File: src/rtl/cpu_trace_pkg.sv
// Shared definitions for the CPU trace buffer: FSM state encoding,
// entry-kind tags and a helper for the packed entry width.
package cpu_trace_pkg;

    localparam logic [2:0] IDLE  = 3'd0;
    localparam logic [2:0] ARMED = 3'd1;
    localparam logic [2:0] POST  = 3'd2;
    localparam logic [2:0] DONE  = 3'd3;
    localparam logic [2:0] READ  = 3'd4;

    localparam logic KIND_WB  = 1'b0;
    localparam logic KIND_MEM = 1'b1;

    // An entry is {kind, pc, tag, data}.
    function automatic int entry_width(input int pc_w, input int tag_w, input int data_w);
        return 1 + pc_w + tag_w + data_w;
    endfunction

endpackage

File: src/rtl/trace_ram.sv
// Trace storage: simple dual-port RAM, synchronous write and synchronous
// read. Only the read-data register is reset; the array keeps its contents.
module trace_ram #(
    parameter int DEPTH = 16,
    parameter int WIDTH = 41
) (
    input  logic                     clk,
    input  logic                     rst,
    input  logic                     we,
    input  logic [$clog2(DEPTH)-1:0] waddr,
    input  logic [WIDTH-1:0]         wdata,
    input  logic                     re,
    input  logic [$clog2(DEPTH)-1:0] raddr,
    output logic [WIDTH-1:0]         rdata
);

    logic [WIDTH-1:0] mem [DEPTH];

    // Write port: store one trace entry per enabled cycle.
    always_ff @(posedge clk) begin
        if (we) begin
            mem[waddr] <= wdata;
        end
    end

    // Read port: registered output that holds the last entry read.
    always_ff @(posedge clk) begin
        if (rst) begin
            rdata <= '0;
        end else if (re) begin
            rdata <= mem[raddr];
        end
    end

endmodule

File: src/rtl/cpu_trace_buf.sv
// CPU trace buffer: records write-back (and optionally data-memory write)
// events into a circular buffer, stops a programmable number of events after
// a trigger PC, then streams the buffer out oldest-first.
// Optional feature macro: CPU_TRACE_MEM_EN (capture data-memory writes).
module cpu_trace_buf
    import cpu_trace_pkg::*;
#(
    parameter int PC_W   = 16,
    parameter int DATA_W = 16,
    parameter int TAG_W  = 8,
    parameter int DEPTH  = 16,
    parameter int POST_W = 4
) (
    input  logic                              clk,
    input  logic                              rst,
    input  logic                              arm,
    input  logic [PC_W-1:0]                   trig_pc,
    input  logic [POST_W-1:0]                 post_cnt,
    input  logic [PC_W-1:0]                   pc,
    input  logic                              wb_en,
    input  logic [TAG_W-1:0]                  wb_idx,
    input  logic [DATA_W-1:0]                 wb_data,
    input  logic                              mem_we,
    input  logic [TAG_W-1:0]                  mem_addr,
    input  logic [DATA_W-1:0]                 mem_data,
    input  logic                              rd_req,
    output logic                              rd_valid,
    output logic [PC_W+TAG_W+DATA_W:0]        rd_entry,
    output logic [2:0]                        state_o,
    output logic [$clog2(DEPTH):0]            count,
    output logic                              overflow
);

    localparam int PTR_W = $clog2(DEPTH);
    localparam int CNT_W = PTR_W + 1;
    localparam int EW    = entry_width(PC_W, TAG_W, DATA_W);
    localparam logic [CNT_W-1:0] FULL = CNT_W'(DEPTH);

    logic [2:0]        state;
    logic [PTR_W-1:0]  wr_ptr;
    logic [PTR_W-1:0]  rd_ptr;
    logic [CNT_W-1:0]  cnt;
    logic [POST_W-1:0] remain;
    logic              ovf;
    logic              rd_valid_r;

    logic              mem_ev;
    logic              both_ev;
    logic [EW-1:0]     new_entry;
    logic              capturing;
    logic              cap_en;
    logic              do_read;
    logic [PTR_W-1:0]  oldest;
    logic [PTR_W-1:0]  rd_addr;

`ifdef CPU_TRACE_MEM_EN
    // Memory writes count as events; write-back wins when both fire.
    always_comb begin
        mem_ev    = mem_we;
        both_ev   = wb_en & mem_we;
        new_entry = wb_en ? {KIND_WB, pc, wb_idx, wb_data}
                          : {KIND_MEM, pc, mem_addr, mem_data};
    end
`else
    logic unused_mem;
    assign unused_mem = ^{mem_we, mem_addr, mem_data};

    // Only write-back events exist, so every entry is of the write-back kind.
    always_comb begin
        mem_ev    = 1'b0;
        both_ev   = 1'b0;
        new_entry = {KIND_WB, pc, wb_idx, wb_data};
    end
`endif

    // Decode capture and read strobes; reset and arm suppress both.
    always_comb begin
        capturing = (state == ARMED) || (state == POST);
        cap_en    = capturing && (wb_en || mem_ev) && !rst && !arm;
        oldest    = (cnt == FULL) ? wr_ptr : '0;
        rd_addr   = (state == DONE) ? oldest : rd_ptr;
        do_read   = !rst && !arm && rd_req &&
                    ((state == DONE) || ((state == READ) && (cnt != '0)));
    end

    // Capture/readout state machine with pointer, count and overflow tracking.
    always_ff @(posedge clk) begin
        if (rst) begin
            state      <= IDLE;
            wr_ptr     <= '0;
            rd_ptr     <= '0;
            cnt        <= '0;
            remain     <= '0;
            ovf        <= 1'b0;
            rd_valid_r <= 1'b0;
        end else begin
            rd_valid_r <= do_read;
            if (arm) begin
                state  <= ARMED;
                wr_ptr <= '0;
                rd_ptr <= '0;
                cnt    <= '0;
                remain <= '0;
                ovf    <= 1'b0;
            end else begin
                case (state)
                    ARMED, POST: begin
                        if (cap_en) begin
                            wr_ptr <= wr_ptr + PTR_W'(1);
                            if (cnt != FULL) begin
                                cnt <= cnt + CNT_W'(1);
                            end
                            if (both_ev) begin
                                ovf <= 1'b1;
                            end
                            if (state == ARMED) begin
                                if (pc == trig_pc) begin
                                    remain <= post_cnt;
                                    state  <= (post_cnt == '0) ? DONE : POST;
                                end
                            end else begin
                                remain <= remain - POST_W'(1);
                                if (remain == POST_W'(1)) begin
                                    state <= DONE;
                                end
                            end
                        end
                    end
                    DONE: begin
                        if (rd_req) begin
                            state  <= READ;
                            rd_ptr <= oldest + PTR_W'(1);
                            cnt    <= cnt - CNT_W'(1);
                        end
                    end
                    READ: begin
                        if (cnt == '0) begin
                            state <= IDLE;
                        end else if (rd_req) begin
                            rd_ptr <= rd_ptr + PTR_W'(1);
                            cnt    <= cnt - CNT_W'(1);
                        end
                    end
                    default: begin
                        state <= IDLE;
                    end
                endcase
            end
        end
    end

    trace_ram #(
        .DEPTH (DEPTH),
        .WIDTH (EW)
    ) u_ram (
        .clk   (clk),
        .rst   (rst),
        .we    (cap_en),
        .waddr (wr_ptr),
        .wdata (new_entry),
        .re    (do_read),
        .raddr (rd_addr),
        .rdata (rd_entry)
    );

    assign state_o  = state;
    assign count    = cnt;
    assign overflow = ovf;
    assign rd_valid = rd_valid_r;

endmodule
File: config.mk
export PLATFORM = sky130hd
export DESIGN_NAME = cpu_trace_buf
export DESIGN_NICKNAME = d
export VERILOG_FILES = /design/src/rtl/cpu_trace_pkg.sv /design/src/rtl/trace_ram.sv /design/src/rtl/cpu_trace_buf.sv
export SDC_FILE = /design/constraint.sdc
export NUM_CORES = 1
export LEC_CHECK = 0
export BUFFER_PORTS_ARGS = -buffer_cell sky130_fd_sc_hd__buf_2
export CORE_UTILIZATION = 40
export DETAILED_ROUTE_END_ITERATION = 8
export GPL_TIMING_DRIVEN = 0
export PLACE_DENSITY = 0.54
export SETUP_SLACK_MARGIN = 0.3
export SLEW_MARGIN = 0
export SYNTH_ARGS = -nofsm -noshare
export SYNTH_HDL_FRONTEND = slang
export SYNTH_HIERARCHICAL = 1
export SYNTH_SLANG_ARGS = --single-unit
File: constraint.sdc
create_clock -name clk -period 13.55 [get_ports clk]
set_input_delay 0 -clock clk [delete_from_list [all_inputs] [get_ports clk]]
set_output_delay 0 -clock clk [all_outputs]
set_load 0.005 [all_outputs]
==> impl_metrics.py, run 1 <==
metrics = {
    "outcome": {
        "outcome": "complete, no violations",
    },
    "sta": {
        "fin_skew_ns": 0.0276,
        "slew_headroom_pct": 26.4,
        "hold_viol": 0,
        "clock.fmax_mhz": 274,
        "finalSetupViolations": 0,
        "min_period_over_period_pct": 26.9,
        "tightest_slew_ns": 1.10,
        "holdWs_ns": 0.0796,
        "finalSetupTns_ns": 0,
        "slew_viol_final": 0,
        "min_period_ns": 3.65,
        "rsz0062_at_grt": "false",
    },
    "cells_and_area": {
        "drive_gt1_share_pct": 18.9,
        "nets": 2161,
        "layout.cells.non_filler": 3067,
        "area_delta_synth_final_pct": 19.9,
        "fillers": 5923,
        "antenna_cells": 0,
    },
    "logic_synthesis": {
        "synth_edf_count": 656,
        "yosysWarnings": 6,
        "synth_seq_area_share_pct": 73.5,
        "dominantRegCellSynth": "edfxtp_1",
        "synth-async-reset-ratio_pct": 0,
        "syn-mean-instance-area_um2": 16.2,
        "ys_types": 54,
        "synthCells": 1763,
        "ys_seq_elements": 718,
        "synth_area_um2": 28500,
    },
    "detailed_routing": {
        "first_iter_violations": 1004,
        "num_vias": 16000,
        "ant_nets": 0,
        "viasPerCell": 5.21,
        "wirelength_um": 71600,
        "dr.pass1.iters": 5,
        "post_drt_wl_per_cell_um": 23.4,
        "drc": 0,
    },
    "clock_tree": {
        "cts_root_buf": "clkbuf_16",
        "clkSinkCount": 718,
        "clock_path_buffers": 3,
        "path_clk_slew_ns": 0.06,
        "numCtsBuffers": 77,
        "htreeDepth": 3,
        "insertion_delay_ns": 0.62,
        "cts_resized": 0,
        "tritoncts": "yes",
    },
    "die": {
        "die_w_um": 269,
        "core_um2": 70300,
        "fp.dieH_um": 269,
        "pin_count": 141,
        "die_area_um2": 72300,
        "rows": 97,
        "start_util_pct": 40.5,
    },
    "power": {
        "power.share.clock_pct": 45.7,
        "ir_worst_vdd_v": 0.0000916,
        "power_density_nw_per_um2": 135,
        "p_sw_mw": 0.895,
        "combPwrFrac_pct": 1.7,
        "p_leak_nw": 11.1,
        "intPower_mw": 3.71,
        "seqPwrFrac_pct": 52.6,
        "swShare_pct": 19.5,
    },
    "critical_path": {
        "arrival_ns": 4.14,
        "cp.required_ns": 14.04,
        "cp_max_fo": 10,
        "setup.worst_path.start_class": "flip-flop",
        "path_class": "reg -> reg",
        "endpoint_kind": "flip-flop",
    },
    "placed_design": {
        "port_buffers": 114,
        "hpwl_um": 45500,
        "dpl.cell_count": 2874,
        "gp_congestion": 0.788,
    },
    "global_route": {
        "grt_pass1_wl_um": 104000,
        "grt_pass1_vias": 16100,
        "antenna_found_initial": 0,
        "grtUsageTotal_pct": 20.1,
        "grt.overflow.total": 0,
        "grt_max_degree": 25,
    },
    "job": {
        "max_cap_viol_count": 0,
    },
    "min_path": {
        "holdCritPathClass": "in -> reg",
    },
}
[flip-flops by register name, summed over array words and instances, names as in the netlist]
signal / count
count: 5
wr_ptr: 4
rd_ptr: 4
u_ram/mem: 656
remain: 4
u_ram/rdata: 41
rd_valid: 1
state_o: 3
[layout by cell type, fill, tap and decap left out, drive strengths merged, types with 3 or more instances in the layout]
master       count
or3b             5
dlygate4sd3     50
nor3            10
nand2          145
a21oi           98
nor3b            3
mux2i          330
nand2b           4
buf            224
dfxtp           62
xor2            19
xnor2            4
nand3          135
a21o             3
or3              3
o21ai           18
bufinv           9
nor4             7
nor2b            3
edfxtp         656
nand3b           7
clkinv          33
inv             11
conb            17
nor2            28
ha               7
a22oi           83
a31oi            6
clkbuf         120
[final timing paths]
check,start,to,slack (ns),depth (start not counted)
worst max register to register,count[0]$_SDFFE_PP0P_,u_ram/rdata[21]$_SDFFE_PP0P_,9.90,10
worst min-delay path,trig_pc[5],remain[2]$_SDFFE_PP0P_,0.08,6
worst min register to register,u_ram/rdata[17]$_SDFFE_PP0P_,u_ram/rdata[17]$_SDFFE_PP0P_,0.45,2
worst max-delay path,count[0]$_SDFFE_PP0P_,u_ram/rdata[21]$_SDFFE_PP0P_,9.90,10
[per-stage QoR]
step | instance area [µm²] | power, mW | worst slack, ns | util (%)
floorplan | 28600 | 2.49 | 8.90 | -
global placement | 30300 | 2.53 | 4.56 | 43.1
detailed placement | 31100 | 2.54 | 10.05 | 44.3
CTS | 34200 | 4.65 | 10.01 | 48.6
global route | 34200 | 4.74 | 9.69 | 48.6
finish | 34200 | 4.60 | 9.90 | 48.6
[synth_stat cells, drive strengths merged, types with 2 or more instances]
cell type,instances,area [µm²]
edfxtp,656,19700
mux2i,330,3300
nand2,145,544
nand3,135,676
a21oi,98,644
a22oi,83,623
buf,69,574
dfxtp,62,1240
nor2,28,105
clkbuf,24,90.1
xor2,19,166
o21ai,18,93.8
nor3,10,50.1
ha,7,87.6
inv,7,26.3
nand3b,7,52.6
nor4,7,50.1
a31oi,6,37.5
or3b,5,46.3
nand2b,4,25.0
xnor2,4,35.0
a21o,3,22.5
nor2b,3,18.8
nor3b,3,33.8
or3,3,18.8
and2,2,12.5
and3,2,12.5
mux2,2,22.5
nand4,2,12.5
o31ai,2,15.0
or2,2,12.5
or4,2,15.0
[cell families after synthesis]
| logic type | count (synthesis) | synth area share [%] |
|---|---|---|
| simple gates | 363 | 6.00 |
| mux | 332 | 11.7 |
| compound gates | 217 | 5.28 |
| fa+ha+maj | 9 | 0.413 |
| buf+inv | 100 | 2.42 |
| xor+xnor | 23 | 0.707 |
| other cells | 1 | 0.0132 |
| flops | 718 | 73.5 |
[worst max-delay path, cell delays in order (launching register included)]
cell and delay, ns:
dfxtp_1 0.39, or4_1 0.58, nor2_1 0.24, nand2_1 0.11, o21ai_0 0.53, and2_1 0.21
clkbuf_1 0.60, buf_2 0.49, a22oi_1 0.17, nand3_1 0.12, nand3_1 0.07
[power groups by stage]
stage / combinational, mW / sequential (mW) / clock (mW)
floorplan: 0.0193 / 2.47 / 0
global placement: 0.0652 / 2.47 / 0
detailed placement: 0.0697 / 2.47 / 0
CTS: 0.0813 / 2.42 / 2.15
global route: 0.0884 / 2.42 / 2.23
finish: 0.0798 / 2.42 / 2.10
[cell type report]
type | count | area, µm² | share of cell area [%]
Timing Repair Buffer | 205 | 1770 | 5.19
Clock buffer | 96 | 2080 | 6.09
Sequential cell | 718 | 20900 | 61.3
Clock inverter | 47 | 465 | 1.36
Inverter | 7 | 26.3 | 0.0769
Multi-Input combinational cell | 961 | 7030 | 20.6
Tap cell | 940 | 1180 | 3.44
Buffer | 93 | 664 | 1.94
[what timing repair did]
item,in CTS,in global routing
buffers inserted,0,0
endpoints found under the hold margin,659,0
hold buffers,50,0
[per-layer routing]
layer	up-vias	global-route usage [%]	part of all wire (%)
met3	89	4.44	6.7
met1	8030	26.9	44
met2	455	32.4	47
met5	-	0	0
li1	7417	-	-
met4	0	6.59	2.4
Power figures use the tool's default switching activity.
==> inputs of run 2 (changes only) <==
--- a/config.mk
+++ b/config.mk
@@ -9,7 +9,7 @@
 export CORE_UTILIZATION = 40
 export DETAILED_ROUTE_END_ITERATION = 8
 export GPL_TIMING_DRIVEN = 0
-export PLACE_DENSITY = 0.54
+export PLACE_DENSITY = 0.56
 export SETUP_SLACK_MARGIN = 0.3
 export SLEW_MARGIN = 0
 export SYNTH_ARGS = -nofsm -noshare
==> constraint.sdc (replaced) <==
create_clock -name clk -period 3.2 [get_ports clk]
set_input_delay 0 -clock clk [delete_from_list [all_inputs] [get_ports clk]]
set_output_delay 0 -clock clk [all_outputs]
set_load 0.005 [all_outputs]
==> run 2 against run 1 <==
Global-route usage fell by 0.47 points. Register-to-register slack worse by 9.5 ns. Final area about the same. Die area did not move. Clock power rose to 4.1 times the previous value. Sequential power grew to 4.2 times the previous value. Critical path type unchanged.
==> impl_metrics.py, run 2 (synthesized netlist as in run 1, its figures left out) <==
metrics = {
    "global_route": {
        "grt_max_degree": 25,
        "grt_pass1_vias": 16200,
        "antenna_found_initial": 0,
        "grtUsageTotal_pct": 19.6,
        "grt_pass1_wl_um": 103000,
        "grt.overflow.total": 0,
    },
    "critical_path": {
        "path_class": "reg -> reg",
        "cp_slowest_cell": "nor2_4",
        "slowest_delay_ns": 0.77,
        "endpoint_kind": "flip-flop",
        "cpMostUsedCell": "nand3_1",
        "setup.worst_path.start_class": "flip-flop",
        "crit_chain": "xor2_1, nand3_1, inv_1, nand3_1, nor2_4, buf_12",
        "cp_max_fo": 24,
        "arrival_ns": 3.12,
        "cp.required_ns": 3.49,
    },
    "sta": {
        "slew_headroom_pct": 38.7,
        "slew_viol_final": 0,
        "min_period_ns": 2.83,
        "clock.fmax_mhz": 354,
        "tightest_slew_ns": 0.917,
        "fin_skew_ns": 0.0259,
        "rsz0062_at_grt": "true",
        "hold_viol": 0,
        "finalSetupViolations": 0,
        "holdWs_ns": 0.138,
        "min_period_over_period_pct": 88.4,
    },
    "placed_design": {
        "hpwl_um": 44200,
        "port_buffers": 114,
        "gp_congestion": 0.789,
    },
    "clock_tree": {
        "numCtsBuffers": 76,
        "cts_root_buf": "clkbuf_16",
        "clock_path_buffers": 3,
        "clkSinkCount": 718,
        "htreeDepth": 3,
        "path_clk_slew_ns": 0.06,
        "tritoncts": "yes",
        "insertion_delay_ns": 0.62,
    },
    "cells_and_area": {
        "largest-register": "u_ram/mem",
        "fillers": 5913,
        "largest_register_ffs": 656,
        "postLayoutCoreUtil_pct": 48.6,
        "antenna_cells": 0,
        "layout_commonest_cell": "edfxtp_1",
        "nets": 2156,
        "multiInputGateArea_um2": 7120,
        "drive_gt1_share_pct": 20.0,
        "final-seq-area_um2": 20900,
        "final_cell_mix": "edfxtp_1 (656), mux2i_1 (330), nand2_1 (145), nand3_1 (135), buf_2 (128)",
        "area_delta_synth_final_pct": 19.9,
    },
    "die": {
        "fp.dieH_um": 269,
        "die_w_um": 269,
        "start_util_pct": 40.5,
        "pin_count": 141,
        "rows": 97,
        "core_um2": 70300,
        "die_area_um2": 72300,
    },
    "detailed_routing": {
        "viasPerCell": 5.20,
        "post_drt_wl_per_cell_um": 23.1,
        "wirelength_um": 70600,
        "drc": 0,
        "dr.pass1.iters": 5,
        "ant_nets": 0,
        "num_vias": 15900,
        "first_iter_violations": 1109,
    },
    "power": {
        "p_leak_nw": 11.0,
        "power_mw": 19.3,
        "ir_worst_vdd_v": 0.000327,
        "power_density_nw_per_um2": 564,
    },
    "min_path": {
        "holdCritPathClass": "in -> reg",
    },
    "outcome": {
        "outcome": "complete, no violations",
    },
    "job": {
        "max_cap_viol_count": 0,
    },
}
[run 2: what timing repair did]
| item | in CTS | in global routing |
|---|---|---|
| setup buffers | 2 | 6 |
| pin swaps | 1 | 7 |
| setup endpoints to repair | 77 | 135 |
| gates resized for setup | 36 | 17 |
| cloned | 1 | 2 |
| hold buffers | 50 | 0 |
| endpoints found under the hold margin | 658 | 0 |
[run 2: per-stage QoR]
| step | TNS, ns | std cells | setup WS, ns | instance area [µm²] |
|---|---|---|---|---|
| floorplan | -49.25 | 1779 | -0.335 | 28600 |
| global placement | -778.82 | 2833 | -2.47 | 30400 |
| detailed placement | -7.69 | 2859 | -0.321 | 31000 |
| CTS | 0 | 3049 | 0.245 | 34000 |
| global route | 0 | 3057 | 0.211 | 34200 |
| finish | 0 | 3057 | 0.371 | 34200 |
[run 2: worst max-delay path, delay by kind of cell (launching register included)]
kind / cells / cell delay [ns]
flip-flops: 1 / 0.43
AND/OR/NAND/NOR: 3 / 1.37
buffers and inverters: 2 / 0.46
XOR/XNOR: 1 / 0.24
[run 2: area by class of cell]
cell class / instances / share of cell area (%)
Clock buffer: 108 / 6.19
Sequential cell: 718 / 61.3
Buffer: 93 / 2.16
Inverter: 7 / 0.0769
Multi-Input combinational cell: 964 / 20.8
Timing Repair Buffer: 198 / 5.03
Tap cell: 940 / 3.44
Clock inverter: 29 / 0.967
[run 2: power breakdown]
| group | leakage (nW) | internal, mW | switching (mW) |
|---|---|---|---|
| registers | 6.40 | 10.2 | 0.00923 |
| clock network | 1.20 | 5.17 | 3.50 |
| logic | 3.44 | 0.116 | 0.226 |
[run 2: worst paths after layout]
check,start,to,slack (ns),depth (start not counted)
setup / recovery,state_o[1]$_SDFFE_PP0P_,u_ram/mem[14][6]$_DFFE_PP_,0.37,6
hold / removal,trig_pc[5],remain[2]$_SDFFE_PP0P_,0.14,6
setup reg to reg,state_o[1]$_SDFFE_PP0P_,u_ram/mem[14][6]$_DFFE_PP_,0.37,6
hold reg to reg,u_ram/rdata[4]$_SDFFE_PP0P_,u_ram/rdata[4]$_SDFFE_PP0P_,0.46,2
[run 2: layer usage]
metal	share of wire [%]	global-route usage, %
met5	0	0
met4	2.1	5.96
met3	5.0	3.20
met2	49	33.1
met1	44	26.0
==> inputs of run 3 (changes only) <==
--- a/config.mk
+++ b/config.mk
@@ -10,6 +10,7 @@
 export DETAILED_ROUTE_END_ITERATION = 8
 export GPL_TIMING_DRIVEN = 0
 export PLACE_DENSITY = 0.56
+export RECOVER_POWER = 50
 export SETUP_SLACK_MARGIN = 0.3
 export SLEW_MARGIN = 0
 export SYNTH_ARGS = -nofsm -noshare
==> run 3 against run 2 <==
Clock power about the same. Die area unchanged. Critical path depth unchanged. Fmax about the same. Non-clock buffer count unchanged. Final area decreased by 0.28%. Sequential share of layout area increased by 0.17 points. Count of clock-buffer cells in the layout unchanged. Utilization decreased by 0.14 points. First-iteration DRC count increased by 4.5%. Clock skew decreased by 0.0035 ns. Sequential power about the same.
==> impl_metrics.py, run 3 (synthesized netlist as in run 1, its figures left out) <==
metrics = {
    "global_route": {
        "grt_max_degree": 25,
        "grt.overflow.total": 0,
        "grt_pass1_vias": 16200,
        "grt_pass1_wl_um": 103000,
        "antenna_found_initial": 0,
        "grtUsageTotal_pct": 19.6,
    },
    "cells_and_area": {
        "antenna_cells": 0,
        "largest-register": "u_ram/mem",
        "area_delta_synth_final_pct": 19.6,
        "layout.cells.non_filler": 3057,
        "design_area_um2": 34100,
        "layout_commonest_cell": "edfxtp_1",
        "final_cell_mix": "edfxtp_1 (656), mux2i_1 (330), nand2_1 (145), nand3_1 (135), clkbuf_1 (105)",
        "fillers": 5934,
        "largest_register_ffs": 656,
        "postLayoutCoreUtil_pct": 48.5,
        "nets": 2156,
        "drive_gt1_share_pct": 16.4,
    },
    "die": {
        "core_um2": 70300,
        "rows": 97,
        "die_w_um": 269,
        "pin_count": 141,
        "start_util_pct": 40.5,
        "fp.dieH_um": 269,
        "die_area_um2": 72300,
    },
    "placed_design": {
        "hpwl_um": 44200,
        "gp_congestion": 0.789,
        "place_area_um2": 31000,
        "place_ws_ns": -0.321,
        "dpl.cell_count": 2859,
        "port_buffers": 114,
    },
    "sta": {
        "clock.fmax_mhz": 354,
        "finalSetupViolations": 0,
        "min_period_ns": 2.83,
        "finalSetupTns_ns": 0,
        "slew_viol_final": 0,
        "fin_skew_ns": 0.0224,
        "holdWs_ns": 0.143,
        "slew_headroom_pct": 38.5,
        "hold_viol": 0,
        "rsz0062_at_grt": "true",
        "setup_slack_ns": 0.372,
        "min_period_over_period_pct": 88.4,
        "tightest_slew_ns": 0.922,
    },
    "clock_tree": {
        "htreeDepth": 3,
        "insertion_delay_ns": 0.62,
        "numCtsBuffers": 76,
        "cts_root_buf": "clkbuf_16",
        "path_clk_slew_ns": 0.06,
        "clkSinkCount": 718,
        "clock_path_buffers": 3,
        "tritoncts": "yes",
    },
    "detailed_routing": {
        "first_iter_violations": 1159,
        "wirelength_um": 70600,
        "ant_nets": 0,
        "dr.pass1.iters": 5,
        "num_vias": 16000,
        "post_drt_wl_per_cell_um": 23.1,
        "drc": 0,
        "viasPerCell": 5.22,
    },
    "min_path": {
        "holdCritPathClass": "in -> reg",
    },
    "critical_path": {
        "slowest_delay_ns": 0.76,
        "arrival_ns": 3.12,
        "cp_slowest_cell": "nor2_4",
        "endpoint_kind": "flip-flop",
        "cpMostUsedCell": "nand3_1",
        "cp.required_ns": 3.49,
        "crit_buf_inv": 2,
        "cp_max_fo": 24,
        "crit_family": "simple AND/OR/NAND/NOR gates",
        "setup.worst_path.start_class": "flip-flop",
        "path_class": "reg -> reg",
        "crit_chain": "xor2_1, nand3_1, inv_1, nand3_1, nor2_4, buf_12",
    },
    "outcome": {
        "outcome": "complete, no violations",
    },
    "power": {
        "p_leak_nw": 10.8,
        "power_density_nw_per_um2": 565,
        "power_mw": 19.2,
        "ir_worst_vdd_v": 0.000327,
    },
    "job": {
        "max_cap_viol_count": 0,
    },
}
-- run 3: final cells by class --
class                           count  area (µm²)  share of cell area, %
Sequential cell                   718       20900                   61.5
Inverter                            7        26.3                 0.0771
Tap cell                          940        1180                   3.45
Clock buffer                      108        2120                   6.21
Timing Repair Buffer              198        1630                   4.77
Multi-Input combinational cell    964        7120                   20.9
Clock inverter                     29         330                  0.970
Buffer                             93         737                   2.16
-- run 3: report_power, final --
part           switching, mW  total [mW]  internal [mW]
logic                  0.227       0.335          0.108
registers            0.00936        10.3           10.2
clock network           3.49        8.66           5.17
-- run 3: final timing paths --
path,end,start,cells after the start,slack (ns)
setup / recovery,u_ram/mem[14][6]$_DFFE_PP_,state_o[0]$_SDFFE_PP0P_,6,0.37
hold / removal,remain[2]$_SDFFE_PP0P_,trig_pc[5],6,0.14
setup reg to reg,u_ram/mem[14][6]$_DFFE_PP_,state_o[0]$_SDFFE_PP0P_,6,0.37
hold reg to reg,u_ram/rdata[4]$_SDFFE_PP0P_,u_ram/rdata[4]$_SDFFE_PP0P_,2,0.46
-- run 3: repair_timing --
item                                    CTS  global route
buffers inserted                          2             6
gates cloned                              1             2
endpoints found under the hold margin   658             0
endpoints found under the setup margin   77           135
pin swaps                                 1             7
hold buffers                             50             0
gates resized for setup                  36            17
-- run 3: worst min-delay path: stages --
cell and delay [ns]:
buf_2 0.09, xor2_1 0.17, nor4_1 0.08, nand4_1 0.12, nand3_1 0.10, a31oi_1 0.15
-- run 3: metal layers --
layer | global-route usage (%) | wire length (µm)
met1 | 26.0 | 30700
met2 | 33.1 | 34600
met3 | 3.20 | 3720
met4 | 5.96 | 1530
met5 | 0 | 0
